File: src/rtl/dmem_access_unit_pkg.sv
// rtl/dmem_access_unit_pkg.sv - shared types for the data-memory access unit
package dmem_access_unit_pkg;

    localparam int DMEM_DATA_W = 32;
    localparam int DMEM_LANES  = DMEM_DATA_W / 8;

    typedef enum logic [2:0] {
        LF_LB  = 3'd0,
        LF_LH  = 3'd1,
        LF_LW  = 3'd2,
        LF_LBU = 3'd4,
        LF_LHU = 3'd5
    } load_funct3_t;

    typedef enum logic [2:0] {
        SF_SB = 3'd0,
        SF_SH = 3'd1,
        SF_SW = 3'd2
    } store_funct3_t;

    typedef enum logic [1:0] {
        IDLE   = 2'd0,
        ACCESS = 2'd1,
        RESP   = 2'd2
    } dmem_state_t;

endpackage

File: src/rtl/dmem_access_unit_align.sv
// rtl/dmem_access_unit_align.sv - byte-lane steering, load extension and alignment check
module dmem_align
    import dmem_access_unit_pkg::*;
(
    input  logic [2:0]             i_funct3,
    input  logic                   i_is_write,
    input  logic [1:0]             i_offset,
    input  logic [DMEM_DATA_W-1:0] i_wdata,
    input  logic [DMEM_DATA_W-1:0] i_rdata,
    output logic [DMEM_LANES-1:0]  o_wmask,
    output logic [DMEM_DATA_W-1:0] o_wdata,
    output logic [DMEM_DATA_W-1:0] o_rdata,
    output logic                   o_err
);

    logic [DMEM_DATA_W-1:0] w_rshift;
    logic [4:0]             w_bit_off;

    assign w_bit_off = {i_offset, 3'b000};
    assign w_rshift  = i_rdata >> w_bit_off;

    always_comb begin
        o_wmask = '0;
        o_wdata = '0;
        o_rdata = '0;
        o_err   = 1'b0;
        if (i_is_write) begin
            case (i_funct3)
                SF_SB: begin
                    o_wmask = 4'b0001 << i_offset;
                    o_wdata = {24'b0, i_wdata[7:0]} << w_bit_off;
                end
                SF_SH: begin
                    o_err   = i_offset[0];
                    o_wmask = 4'b0011 << i_offset;
                    o_wdata = {16'b0, i_wdata[15:0]} << w_bit_off;
                end
                SF_SW: begin
                    o_err   = (i_offset != 2'b00);
                    o_wmask = 4'b1111;
                    o_wdata = i_wdata;
                end
                default: o_err = 1'b1;
            endcase
        end else begin
            case (i_funct3)
                LF_LB:  o_rdata = {{24{w_rshift[7]}}, w_rshift[7:0]};
                LF_LBU: o_rdata = {24'b0, w_rshift[7:0]};
                LF_LH: begin
                    o_err   = i_offset[0];
                    o_rdata = {{16{w_rshift[15]}}, w_rshift[15:0]};
                end
                LF_LHU: begin
                    o_err   = i_offset[0];
                    o_rdata = {16'b0, w_rshift[15:0]};
                end
                LF_LW: begin
                    o_err   = (i_offset != 2'b00);
                    o_rdata = i_rdata;
                end
                default: o_err = 1'b1;
            endcase
        end
    end

endmodule

File: src/rtl/dmem_access_unit.sv
// rtl/dmem_access_unit.sv - memory-stage load/store executor with pipeline stall
module dmem_access_unit
    import dmem_access_unit_pkg::*;
#(
    parameter int ADDR_W = 32,
    parameter int DATA_W = 32
) (
    input  logic              i_clk,
    input  logic              i_rst_n,
    input  logic              i_req_valid,
    output logic              o_req_ready,
    input  logic              i_req_read,
    input  logic              i_req_write,
    input  logic [2:0]        i_req_funct3,
    input  logic [ADDR_W-1:0] i_req_addr,
    input  logic [DATA_W-1:0] i_req_wdata,
    output logic              o_resp_valid,
    output logic [DATA_W-1:0] o_resp_rdata,
    output logic              o_resp_err,
    output logic              o_stall,
    output logic [ADDR_W-1:0] o_dmem_address,
    output logic              o_dmem_read,
    output logic              o_dmem_write,
    output logic [3:0]        o_dmem_wmask,
    output logic [DATA_W-1:0] o_dmem_wdata,
    input  logic [DATA_W-1:0] i_dmem_rdata,
    input  logic              i_dmem_resp
);

    dmem_state_t r_state;
    logic [2:0]  r_funct3;
    logic [1:0]  r_offset;
    logic        r_is_write;

    logic [2:0]        w_sel_funct3;
    logic [1:0]        w_sel_offset;
    logic              w_sel_write;
    logic [3:0]        w_wmask;
    logic [DATA_W-1:0] w_wdata;
    logic [DATA_W-1:0] w_rdata_ext;
    logic              w_align_err;
    logic              w_accept;
    logic              w_req_err;

    // One aligner serves both phases: the incoming request while IDLE, the latched request afterwards.
    assign w_sel_funct3 = (r_state == IDLE) ? i_req_funct3   : r_funct3;
    assign w_sel_offset = (r_state == IDLE) ? i_req_addr[1:0] : r_offset;
    assign w_sel_write  = (r_state == IDLE) ? i_req_write    : r_is_write;

    dmem_align u_align (
        .i_funct3   (w_sel_funct3),
        .i_is_write (w_sel_write),
        .i_offset   (w_sel_offset),
        .i_wdata    (i_req_wdata),
        .i_rdata    (i_dmem_rdata),
        .o_wmask    (w_wmask),
        .o_wdata    (w_wdata),
        .o_rdata    (w_rdata_ext),
        .o_err      (w_align_err)
    );

    assign w_accept  = (r_state == IDLE) && o_req_ready && i_req_valid
                       && (i_req_read || i_req_write);
    assign w_req_err = (i_req_read && i_req_write) || w_align_err;

    always_ff @(posedge i_clk or negedge i_rst_n) begin
        if (!i_rst_n) begin
            r_state        <= IDLE;
            r_funct3       <= '0;
            r_offset       <= '0;
            r_is_write     <= 1'b0;
            o_req_ready    <= 1'b0;
            o_resp_valid   <= 1'b0;
            o_resp_rdata   <= '0;
            o_resp_err     <= 1'b0;
            o_stall        <= 1'b0;
            o_dmem_address <= '0;
            o_dmem_read    <= 1'b0;
            o_dmem_write   <= 1'b0;
            o_dmem_wmask   <= '0;
            o_dmem_wdata   <= '0;
        end else begin
            case (r_state)
                IDLE: begin
                    o_req_ready <= 1'b1;
                    if (w_accept) begin
                        o_req_ready <= 1'b0;
                        o_stall     <= 1'b1;
                        r_funct3    <= i_req_funct3;
                        r_offset    <= i_req_addr[1:0];
                        r_is_write  <= i_req_write;
                        if (w_req_err) begin
                            r_state      <= RESP;
                            o_resp_valid <= 1'b1;
                            o_resp_err   <= 1'b1;
                            o_resp_rdata <= '0;
                        end else begin
                            r_state        <= ACCESS;
                            o_dmem_address <= {i_req_addr[ADDR_W-1:2], 2'b00};
                            o_dmem_read    <= i_req_read;
                            o_dmem_write   <= i_req_write;
                            o_dmem_wmask   <= i_req_write ? w_wmask : 4'b0000;
                            o_dmem_wdata   <= i_req_write ? w_wdata : '0;
                        end
                    end
                end
                ACCESS: begin
                    if (i_dmem_resp) begin
                        r_state        <= RESP;
                        o_dmem_address <= '0;
                        o_dmem_read    <= 1'b0;
                        o_dmem_write   <= 1'b0;
                        o_dmem_wmask   <= '0;
                        o_dmem_wdata   <= '0;
                        o_resp_valid   <= 1'b1;
                        o_resp_err     <= 1'b0;
                        o_resp_rdata   <= r_is_write ? '0 : w_rdata_ext;
                    end
                end
                RESP: begin
                    r_state      <= IDLE;
                    o_resp_valid <= 1'b0;
                    o_resp_rdata <= '0;
                    o_resp_err   <= 1'b0;
                    o_stall      <= 1'b0;
                    o_req_ready  <= 1'b1;
                end
                default: begin
                    r_state     <= IDLE;
                    o_stall     <= 1'b0;
                    o_req_ready <= 1'b1;
                end
            endcase
        end
    end

endmodule

File: config.mk
export PLATFORM = sky130hd
export DESIGN_NAME = dmem_access_unit
export DESIGN_NICKNAME = d
export VERILOG_FILES = /design/src/rtl/dmem_access_unit_pkg.sv /design/src/rtl/dmem_access_unit_align.sv /design/src/rtl/dmem_access_unit.sv
export SDC_FILE = /design/constraint.sdc
export NUM_CORES = 1
export LEC_CHECK = 0
export ABC_AREA = 1
export CORE_MARGIN = 8
export CORE_UTILIZATION = 53
export CTS_BUF_LIST = sky130_fd_sc_hd__clkbuf_8
export CTS_CLUSTER_SIZE = 28
export DETAILED_ROUTE_END_ITERATION = 8
export GPL_TIMING_DRIVEN = 0
export MAX_ROUTING_LAYER = met4
export PLACE_DENSITY = 0.89
export SLEW_MARGIN = 20
export SYNTH_ARGS = -nofsm -noshare
export SYNTH_HDL_FRONTEND = slang
export SYNTH_SLANG_ARGS = --single-unit
File: constraint.sdc
create_clock -name i_clk -period 3.7 [get_ports i_clk]
set_clock_uncertainty 0.05 [all_clocks]
set_input_delay 0.74 -clock i_clk [delete_from_list [all_inputs] [get_ports i_clk]]
set_output_delay 0.74 -clock i_clk [all_outputs]
set_load 0.03 [all_outputs]
==> results.md <==
- Critical path fanouts, max: 10
- Cells after Synth: 1,001
- Crit Path Class: reg2reg
- FF-to-FF Start: r_state[0]$_DFFE_PN0P_
- Chip width: 129 um
- Asr flop ratio synth: 1.00
- Fill count: 1,019
- Placed wire-length estimate: 18,200 um
- Synth unique cells: 33
- Critical path cell sequence: inv_1 > ha_1 > buf_6 > buf_6 > o21ai_1 > clkbuf_1 > nor2_1 > nand3_1 > a21oi_1 > nand3_1 > nand2_1
- Crit Reg-Reg Endpoint: o_dmem_wdata[8]$_DFFE_PN0P_
- FP Rows: 41
- Largest net degree at the start of global routing: 76
- Critical Path End Type: register
- Post-route design area: 0.00934 sq mm
- VDD IR-drop max: 0.511 mV
- Fin crit share: 0.730
- Final Util: 0.743
- Ys flop type: dfrtp_1
- CP startpoint: r_state[0]$_DFFE_PN0P_
- Clk Latency, worst-skew pair: 0.39 ns
- Minimum clock period: 2.70 ns
- Placer Congestion: 0.975
- Post-CTS Repair Setup Buffers: 0
- Final ANT Viol Nets: 0
- Reg2reg path depth: 11
- Root Driver: clkbuf_8
- Flops & latches, synth: 112
- Lkg Pwr: 4.85 nW
- Mapped cell area: 0.00681 sq mm
- Avg Inst Size Synth: 6.80 sq um
- Final hold vios: 0
- Register-to-Register Setup Slack: 1.0 ns
- ANT cells: 0
- Via density: 5.26
- Die ar.: 0.0167 sq mm
- GRT overflow: 0
- Final setup fails: 0
- CP endpoint: o_dmem_wdata[8]$_DFFE_PN0P_
- Area growth, synth to finish: 37.2%
- Initial Utilization: 0.541
- I/O Pins: 211
- Most frequent cells in the layout: 456 x nand2_1, 207 x clkdlybuf4s50_1, 148 x nand3_1
- Number of buffers created by CTS: 9
- Avg WL per Cell: 16.8 um
- Die Ht: 129 um
- Nets: 1,331
- Peak Freq: 0.370 GHz
- TritonRoute pass-1 iters: 5
- Post-Route WL: 23,500 um
- Clk buf depth: 2
- Sequential fraction of the synthesis area: 0.412
- Post-synth EDFFs: 0
- Slew Limit Fails: 0
- Number of global-route vias before repair: 7,266
- Worst rel slew slack: 0.514
- Clock Pin Slew Worst Setup and Hold Paths: 0.11 ns
- Gr usage total: 0.292
- RSZ-0062 raised after global routing: false
- DRT iter0 DRCs: 726
- CP startpoint kind: register
- CTS tree: yes
- DRC: 0
- Slowest-stage cell, CP: nor2_1
- MaxCap Viol Count: 0
- Layout cells sized above 1: 0.0603
- Critical Path RT: 3.99 ns
- Worst Tran Pin Value: 0.726 ns
- Post-CTS sizing: 0
- Status: complete, no violations
- CTS sink cnt: 112
- Pwr per Cell Area: 809 mW/mm^2
- Initial antenna violation count: 0
- Arr. time, crit path: 2.99 ns
- CP max stage delay: 0.60 ns
- WP buf/inv: 4
- First-pass GRT wire length: 37,300 um
- Port bufs: 208
- CORE AREA: 0.0126 sq mm
- Hold buffer count at CTS: 0
- Family with the most delay on the worst path: simple AND/OR/NAND/NOR gates
- Area after DPL: 0.00914 sq mm
- Most common cell after layout, fill and taps aside: nand2_1
- WP depth: 11
- Syn. warnings: 0
- Vias: 7,360
- H-tree levels: 3
- Hold Path Class: in2async
==> cell type report <==
class	instances	area, sq um	share of cell area
sequential	112	2800	0.300
clock buffer	9	124	0.0133
clock inverter	7	78.8	0.00844
tap	172	215	0.0230
timing repair buffer	209	2110	0.226
multi-input combinational	756	3400	0.365
inverter	69	262	0.0280
buffer	65	340	0.0364
==> logic make-up (layout without fill, tap and decap cells) <==
logic type,Yosys count,after routing,share of synthesized area
mux,1,1,0.00165
flops,112,112,0.412
compound gates,61,61,0.0480
simple gates,688,688,0.442
other cells,1,2,0.000551
fa+ha+maj,4,4,0.00735
buf+inv,134,359,0.0884
==> layer usage <==
metal | part of all wire | GRT usage | vias up
li1 | - | - | 3609
met1 | 0.42 | 0.358 | 3426
met2 | 0.48 | 0.470 | 287
met3 | 0.070 | 0.0661 | 38
met4 | 0.027 | 0.0926 | 0
met5 | 0 | - | -
==> power breakdown <==
group	internal [W]	switching, W	leakage [nW]
Combinational	0.00162	0.00342	3.24
Sequential	0.00156	0.000182	1.50
Clock	0.000323	0.000451	0.109
Total	0.00351	0.00405	4.85
==> how the worst min path moves through the flow <==
stage	slack [ns]	from	to	depth (start not counted)
3_3_place_gp	0.40	o_dmem_address[23]$_DFFE_PN0P_	o_dmem_address[23]$_DFFE_PN0P_	2
4_1_cts	0.16	i_rst_n	o_dmem_wdata[17]$_DFFE_PN0P_	1
2_1_floorplan	0.39	i_rst_n	o_dmem_address[10]$_DFFE_PN0P_	0
5_1_grt	0.18	i_rst_n	o_dmem_wdata[21]$_DFFE_PN0P_	1
6_report	0.17	i_rst_n	o_dmem_wdata[22]$_DFFE_PN0P_	1
3_5_place_dp	0.41	o_dmem_wdata[2]$_DFFE_PN0P_	o_dmem_wdata[2]$_DFFE_PN0P_	2
==> Yosys cell counts, types with 2 or more instances <==
master      n  area share
o21ai_0    16       0.012
buf_2      23       0.017
o211ai_1    3      0.0033
buf_6       7       0.012
ha_1        4      0.0074
buf_1       9      0.0050
nand3b_1   38       0.042
o21ai_1     3      0.0022
a21oi_1    36       0.026
nor2_2      3      0.0028
nand2_1   456        0.25
nand4_1     8      0.0074
nand2_2     9      0.0083
nor2_1     19       0.010
nand3_2     2      0.0029
dfrtp_1   112        0.41
nand3_1   148        0.11
clkbuf_1   22       0.012
inv_1      66       0.036
buf_4       4      0.0044
==> state kept, by name, indices dropped and copies added, names as in the netlist <==
name / flops
o_resp_valid: 1
o_resp_err: 1
o_dmem_write: 1
r_is_write: 1
o_dmem_read: 1
o_dmem_address: 30
o_req_ready: 1
o_stall: 1
r_funct3: 3
r_state: 2
o_resp_rdata: 32
r_offset: 2
o_dmem_wdata: 32
o_dmem_wmask: 4
==> metrics by stage <==
stage / hold slack [ns] / setup slack [ns] / instances / total power, W / setup TNS [ns]
final: 0.166 / 0.998 / 1399 / 0.00756 / 0
after floorplan: 0.394 / 1.50 / 1002 / 0.00504 / 0
after CTS: 0.163 / 1.03 / 1399 / 0.00753 / 0
after global placement: 0.403 / -2.35 / 1382 / 0.00666 / -261.49
after global routing: 0.180 / 0.807 / 1399 / 0.00809 / 0
after detailed placement: 0.407 / 0.610 / 1383 / 0.00674 / 0
Power figures use the tool's default switching activity.
